<file path="config.mk">
export PLATFORM = sky130hd
export DESIGN_NAME = mem_port_arbiter
export DESIGN_NICKNAME = d
export VERILOG_FILES = /design/src/rtl/riscv_arb_pkg.sv /design/src/rtl/arb_priority_select.sv /design/src/rtl/mem_port_arbiter.sv
export SDC_FILE = /design/constraint.sdc
export NUM_CORES = 1
export LEC_CHECK = 0
export BUFFER_PORTS_ARGS = -buffer_cell sky130_fd_sc_hd__buf_2
export CORE_AREA = 2 2 105 107
export CTS_CLUSTER_DIAMETER = 80
export DETAILED_ROUTE_END_ITERATION = 12
export DIE_AREA = 0 0 107 109
export PLACE_DENSITY = 0.56
export SYNTH_ARGS = -nofsm -noshare
export SYNTH_HDL_FRONTEND = slang
export SYNTH_HIERARCHICAL = 1
export SYNTH_SLANG_ARGS = --single-unit
</file>
<file path="constraint.sdc">
create_clock -name clk_i -period 1.8 [get_ports clk_i]
set_input_delay 0.09 -clock clk_i [delete_from_list [all_inputs] [get_ports clk_i]]
set_output_delay 0.09 -clock clk_i [all_outputs]
set_load 0.03 [all_outputs]
</file>
<file path="src/rtl/riscv_arb_pkg.sv">
// Shared types for the IF/DM memory port arbiter.
package riscv_arb_pkg;

  typedef enum logic [1:0] {
    OWNER_NONE,
    OWNER_IF,
    OWNER_DM
  } owner_e;

  typedef enum logic {
    IDLE,
    BUSY
  } arb_state_e;

endpackage

</file>
<file path="src/rtl/arb_priority_select.sv">
// Combinational winner choice: a held lock wins outright, then a starving IF, then DM over IF.
module arb_priority_select
  import riscv_arb_pkg::*;
(
  input  logic   if_req,
  input  logic   dm_req,
  input  logic   lock,
  input  owner_e lock_owner,
  input  logic   starve,
  output owner_e winner
);

  always_comb begin
    winner = OWNER_NONE;
    if (lock)
      winner = lock_owner;
    else if (if_req && (starve || !dm_req))
      winner = OWNER_IF;
    else if (dm_req)
      winner = OWNER_DM;
  end

endmodule

</file>
<file path="src/rtl/mem_port_arbiter.sv">
// Shares one memory port between instruction fetch (IF) and load/store (DM), one transaction outstanding.
// Define RISCV_ARB_STARVE_GUARD_EN to let IF win after MaxWait consecutive DM wins.
module mem_port_arbiter
  import riscv_arb_pkg::*;
#(
  parameter int RegBits = 32,
  parameter int MaxWait = 4
) (
  input  logic               clk_i,
  input  logic               rst_i,
  input  logic               if_req_i,
  input  logic [RegBits-1:0] if_addr_i,
  output logic               if_gnt_o,
  output logic               if_rvalid_o,
  output logic [RegBits-1:0] if_rdata_o,
  input  logic               dm_req_i,
  input  logic               dm_we_i,
  input  logic [RegBits-1:0] dm_addr_i,
  input  logic [RegBits-1:0] dm_wdata_i,
  output logic               dm_gnt_o,
  output logic               dm_rvalid_o,
  output logic [RegBits-1:0] dm_rdata_o,
  output logic               mem_req_o,
  output logic               mem_we_o,
  output logic [RegBits-1:0] mem_addr_o,
  output logic [RegBits-1:0] mem_wdata_o,
  input  logic               mem_gnt_i,
  input  logic               mem_rvalid_i,
  input  logic [RegBits-1:0] mem_rdata_i
);

  if (MaxWait < 1) begin : g_bad_maxwait
    $error("MaxWait must be at least 1");
  end

  arb_state_e state_q, state_d;
  owner_e     owner_q, owner_d;
  owner_e     lock_owner_q, lock_owner_d;
  logic       lock_q, lock_d;
  owner_e     winner, active;
  logic       arb_en, starve;

  // Arbitration also runs in the response cycle so a waiting request can go back-to-back.
  assign arb_en = (state_q == IDLE) || mem_rvalid_i;
  assign active = arb_en ? winner : OWNER_NONE;

  arb_priority_select u_sel (
    .if_req     (if_req_i),
    .dm_req     (dm_req_i),
    .lock       (lock_q),
    .lock_owner (lock_owner_q),
    .starve     (starve),
    .winner     (winner)
  );

`ifdef RISCV_ARB_STARVE_GUARD_EN
  localparam int CntW = $clog2(MaxWait + 1);
  logic [CntW-1:0] starve_cnt_q;

  always_ff @(posedge clk_i) begin
    if (rst_i || !if_req_i || if_gnt_o)
      starve_cnt_q <= '0;
    else if (dm_gnt_o && starve_cnt_q != CntW'(MaxWait))
      starve_cnt_q <= starve_cnt_q + CntW'(1);
  end

  assign starve = (starve_cnt_q == CntW'(MaxWait));
`else
  assign starve = 1'b0;
`endif

  always_comb begin
    mem_req_o   = (active != OWNER_NONE);
    mem_we_o    = 1'b0;
    mem_addr_o  = '0;
    mem_wdata_o = '0;
    if_gnt_o    = (active == OWNER_IF) && mem_gnt_i;
    dm_gnt_o    = (active == OWNER_DM) && mem_gnt_i;
    if_rvalid_o = (state_q == BUSY) && mem_rvalid_i && (owner_q == OWNER_IF);
    dm_rvalid_o = (state_q == BUSY) && mem_rvalid_i && (owner_q == OWNER_DM);
    if_rdata_o  = mem_rdata_i;
    dm_rdata_o  = mem_rdata_i;
    if (active == OWNER_IF) begin
      mem_addr_o = if_addr_i;
    end else if (active == OWNER_DM) begin
      mem_we_o    = dm_we_i;
      mem_addr_o  = dm_addr_i;
      mem_wdata_o = dm_wdata_i;
    end
  end

  always_comb begin
    state_d      = state_q;
    owner_d      = owner_q;
    lock_d       = lock_q;
    lock_owner_d = lock_owner_q;
    if (state_q == BUSY && mem_rvalid_i) begin
      state_d = IDLE;
      owner_d = OWNER_NONE;
    end
    if (active != OWNER_NONE) begin
      if (mem_gnt_i) begin
        state_d      = BUSY;
        owner_d      = active;
        lock_d       = 1'b0;
        lock_owner_d = OWNER_NONE;
      end else begin
        lock_d       = 1'b1;
        lock_owner_d = active;
      end
    end
  end

  always_ff @(posedge clk_i) begin
    if (rst_i) begin
      state_q      <= IDLE;
      owner_q      <= OWNER_NONE;
      lock_q       <= 1'b0;
      lock_owner_q <= OWNER_NONE;
    end else begin
      state_q      <= state_d;
      owner_q      <= owner_d;
      lock_q       <= lock_d;
      lock_owner_q <= lock_owner_d;
    end
  end

endmodule

</file>
==> results of run 1 <==
metal layers:
layer  vias up  wire [um]  global-route usage [%]
li1        815          -                       -
met1       836       2970                    13.2
met2       100       3790                    16.8
met3        15        526                    1.49
met4         0        108                    3.71
met5         -          0                       0
through the flow:
| stage | instances | worst slack (ns) | cell area [um2] | TNS [ns] | hold slack [ns] |
|---|---|---|---|---|---|
| after floorplan | 186 | 0.196 | 1410 | 0 | 0.159 |
| after global placement | 427 | 0.162 | 1950 | 0 | 0.180 |
| after detailed placement | 427 | 0.0935 | 1950 | 0 | 0.180 |
| after CTS | 442 | -0.0436 | 2540 | -1.40 | 0.0930 |
| after global routing | 446 | -0.163 | 2810 | -7.98 | 0.103 |
| final | 446 | -0.0584 | 2810 | -1.62 | 0.0993 |
sequential cells by signal, summed over array words and instances, names as in the netlist:
name,count
state_q,1
owner_q,2
lock_owner_q,2
lock_q,1
report_power, final:
group	internal, mW	total (mW)	switching (mW)
Combinational	0.590	1.17	0.585
Sequential	0.144	0.152	0.00793
Clock	0.145	0.213	0.0686
worst max-delay path: stages, from the launching register on:
cell       delay (ns)
dfxtp_4          0.34
buf_4            0.14
o21ai_4          0.15
nor3b_4          0.25
buf_6            0.20
clkbuf_16        0.18
a22o_1           0.15
buf_6            0.13
area by class of cell:
type | count | area (um2)
repair buffers | 193 | 1620
clock buffers | 3 | 41.3
fillers | 1148 | 7790
well taps | 140 | 175
multi-input cells | 104 | 857
flip-flops and latches | 6 | 125
cells by family after synthesis:
kind of cell           Yosys count  synth area share [%]
buffers and inverters           76                  40.0
and+or+nand+nor                 53                  24.2
AOI/OAI and AO/OA               49                  26.9
DFF                              6                  8.56
other                            1                 0.267
final timing paths:
path | endpoint | slack [ns] | start | depth (start not counted)
worst min register to register | lock_owner_q[0] | 0.48 | lock_owner_q[0] | 2
worst max-delay path | mem_addr_o[4] | -0.06 | lock_q | 7
worst max register to register | lock_q | 0.32 | lock_q | 7
worst min-delay path | state_q | 0.1 | rst_i | 2
layout by cell type (no fill, tap or decap), drive strengths merged, types with 3 or more instances in the layout:
master,n
o21ai,8
nand2,3
nor3b,4
a22o,32
clkbuf,6
buf,190
a21oi,8
dfxtp,6
and2,35
repair_timing:
action	CTS	global route
pin swaps	17	38
resized for setup	126	58
setup buffers	8	0
endpoints found under the hold margin	0	0
setup endpoints to repair	66	66
gates cloned	4	4
==> results.ini, run 1 <==
[synthesis]
synth_area_leaders = buf_4, a22o_1, and2_1
synth.yosys.seq_area_share_pct = 8.56
yosys_warnings = 6
yosysUniqueCellTypes = 22
yosysTopAreaCell = buf_4
synth_common_cells = buf_4, and2_1, a22o_1
syn_avg_cell_area_um2 = 7.59
yosysMostFrequentCell = buf_4
ys_ff_latch = 6
synth_top_cell_area_share_pct = 36.4
synth_edf_count = 0
async_flop_share_pct = 0
synth_area_um2 = 1400
synth_flop_cell = dfxtp_1
synthCells = 185

[clocking]
h-tree-depth = 1
cts_tree = done
cts_buffers = 3
cts_hold_buf = 0
root_buffer = clkbuf_8
clock_sinks = 6
clk_path_buf_depth = 2
path_clk_slew_ns = 0.04
clkLatencyLatePin_ns = 0.23

[drt]
drt_wl_total_um = 7390
drc_errors = 0
via_count = 1766
vias_per_cell = 3.96
wire_per_inst_um = 16.6
ant_nets = 0
drtIter0Drc = 95
drt_pass1_iterations = 4

[die]
die-area_um2 = 11700
die_w_um = 107
initial_core_util_pct = 13.2
io_pins = 269
row_count = 38
die_y_um = 109
core_um2 = 10600

[timing]
slew_viol_final = 0
layout_setup_ws_ns = -0.0584
finalHoldViolations = 0
period_minus_slack_ns = 1.86
post-route-period-util_pct = 103
rsz0062_at_grt = true
max_freq_mhz = 538
finClkSkew_ns = 0.00118
setup_violations = 52

[global_routing]
overflow = 0
grt_usage_pct = 10.1
grt_antenna_before_repair = 0
grt_max_degree = 34
grt_pass1_wl_um = 8950
grt_pass1_vias = 1600

[final_layout]
nets = 443
syn_to_final_growth_pct = 100
post-route-util_pct = 26.5
drive_above_1_share_pct = 78.1
diodes = 0

[run_status]
status = finished with violations
violations = setup timing

[place]
io_buffers = 172
gp_congestion = 0.769
dp_hpwl_um = 4400

[worst_hold_path]
hp-class = in -> reg

[worst_setup_path]
path_class = reg -> out
worstPathArrival_ns = 1.77
required_ns = 1.71
end_kind = output port
start_kind = register
path_max_fanout = 8

[pwr]
leakagePower_nw = 1.42
p_per_area_nw_per_um2 = 547
power.total_mw = 1.54
vdd_ir_drop_max_uv = 387

[run]
drv_cap = 0

(Power assumes the default switching activity.)
==> inputs of run 2 (changes only) <==
--- a/config.mk
+++ b/config.mk
@@ -10,7 +10,6 @@
 export CTS_CLUSTER_DIAMETER = 80
 export DETAILED_ROUTE_END_ITERATION = 12
 export DIE_AREA = 0 0 107 109
-export PLACE_DENSITY = 0.56
 export SYNTH_ARGS = -nofsm -noshare
 export SYNTH_HDL_FRONTEND = slang
 export SYNTH_HIERARCHICAL = 1
==> run 2 against run 1 <==
Against the previous run:
- the run still ends with setup timing left
- worst setup slack got worse by 0.0064 ns
- wire length shrank 2.6%
- maximum frequency down 0.35%
- clock skew rose by 0.00069 ns
- total power shrank 2.3%
- worst hold slack better by 0.013 ns
- utilization fell by 0.39 points
- critical path type unchanged
- critical endpoint is now mem_addr_o[30]
- largest cell class unchanged
- highest routed layer unchanged
==> results.ini, run 2 (synthesized netlist as in run 1, its figures left out) <==
[worst_setup_path]
r2r_cells = 7
path_max_fanout = 9
critPathBufInv = 4
worstReg2RegEnd = lock_q
cp_common_cell = buf_6
path_class = reg -> out
path_cells = nand2b_4 -> o21ai_4 -> buf_6 -> nor3b_4 -> buf_6 -> buf_12 -> a22o_1 -> buf_6
end_kind = output port
worstPathArrival_ns = 1.77
required_ns = 1.71
r2r_start = lock_q
start_kind = register
critPathMaxStageDelay_ns = 0.36
reg2reg_slack_ns = 0.29
cp_slowest_cell = dfxtp_4
critPathTopFamily = buffers and inverters

[worst_hold_path]
hold_path_end = lock_q
hp-class = in -> reg
hold-path-cell-count = 2
min-delay-start = rst_i

[run_status]
status = finished with violations
violations = setup timing

[clocking]
clkLatencyLatePin_ns = 0.23
clk_path_buf_depth = 2
root_buffer = clkbuf_8
cts_hold_buf = 0
cts_buffers = 3
path_clk_slew_ns = 0.03
h-tree-depth = 1
cts_tree = done
clock_sinks = 6

[drt]
wire_per_inst_um = 16.2
vias_per_cell = 3.90
drtIter0Drc = 109
drc_errors = 0
via_count = 1734
drt_pass1_iterations = 4
drt_wl_total_um = 7200
ant_nets = 0

[final_layout]
syn_to_final_growth_pct = 97.5
final_cell_mix = buf_2, buf_6, a22o_1, and2_4, a21oi_1
layout_commonest_cell = buf_2
design_area_um2 = 2770
drive_above_1_share_pct = 75.4
layout.cells.non_filler = 445
diodes = 0
reg_top3 = lock_owner_q: 2 flops, owner_q: 2 flops
nets = 442

[timing]
slew_viol_final = 0
layout_setup_ws_ns = -0.0648
max_freq_mhz = 536
setup_violations = 62
post-route-period-util_pct = 104
rsz0062_at_grt = true
period_minus_slack_ns = 1.86
finClkSkew_ns = 0.00187
finalHoldViolations = 0

[run]
drv_cap = 0

[die]
initial_core_util_pct = 13.2
io_pins = 269
die_w_um = 107
core_um2 = 10600
die-area_um2 = 11700
row_count = 38
die_y_um = 109

[place]
gp_congestion = 0.643
placed_cell_area_um2 = 1960
io_buffers = 172
dp_hpwl_um = 4520
dp_cells = 428

[global_routing]
overflow = 0
grt_max_degree = 18
grt_usage_pct = 10.5
grt_antenna_before_repair = 0
grt_pass1_wl_um = 9440
grt_pass1_vias = 1664

[pwr]
vdd_ir_drop_max_uv = 356
leakagePower_nw = 1.39
power.total_mw = 1.50
p_per_area_nw_per_um2 = 543

==> run 2: routing by layer <==
metal / wire [um] / GRT usage [%] / vias up
met2: 3640 / 17.4 / 89
met3: 474 / 1.85 / 20
met4: 95 / 2.78 / 0
met1: 2980 / 13.9 / 812
li1: - / - / 813
met5: 0 / 0 / -
==> run 2: worst max-delay path by stage <==
stage	startpoint	end	slack, ns	cells past startpoint
floorplan	lock_q	mem_addr_o[10]	0.20	5
global route	lock_q	mem_addr_o[21]	-0.14	8
detailed placement	dm_req_i	mem_addr_o[30]	0.06	7
global placement	dm_req_i	mem_addr_o[30]	0.09	7
CTS	lock_q	mem_addr_o[30]	-0.06	8
finish	lock_q	mem_addr_o[30]	-0.06	8
==> run 2: repair_timing <==
item,CTS,global route
setup endpoints to repair,67,67
cloned,5,2
gates resized for setup,150,27
pin swaps,8,27
buffers inserted,6,1
==> run 2: report_power, final <==
group | leakage [nW] | internal [mW] | switching (mW)
Sequential | 0.0499 | 0.144 | 0.00848
Clock | 0.0216 | 0.144 | 0.0609
Combinational | 1.32 | 0.575 | 0.572
Total | 1.39 | 0.863 | 0.641
==> run 2: final cells by class <==
type,instances,area (um2)
well taps,140,175
flip-flops and latches,6,124
clock buffers,3,41.3
multi-input cells,104,827
repair buffers,192,1610
fillers,1156,7830
==> run 2: stage by stage <==
step | utilization, % | setup TNS, ns | hold WS [ns] | setup WS (ns)
finish | 26.2 | -1.85 | 0.112 | -0.0648
global route | 26.2 | -7.21 | 0.122 | -0.145
CTS | 24.9 | -1.51 | 0.103 | -0.0649
detailed placement | 18.5 | 0 | 0.180 | 0.0604
global placement | 18.5 | 0 | 0.180 | 0.0936
floorplan | - | 0 | 0.159 | 0.196
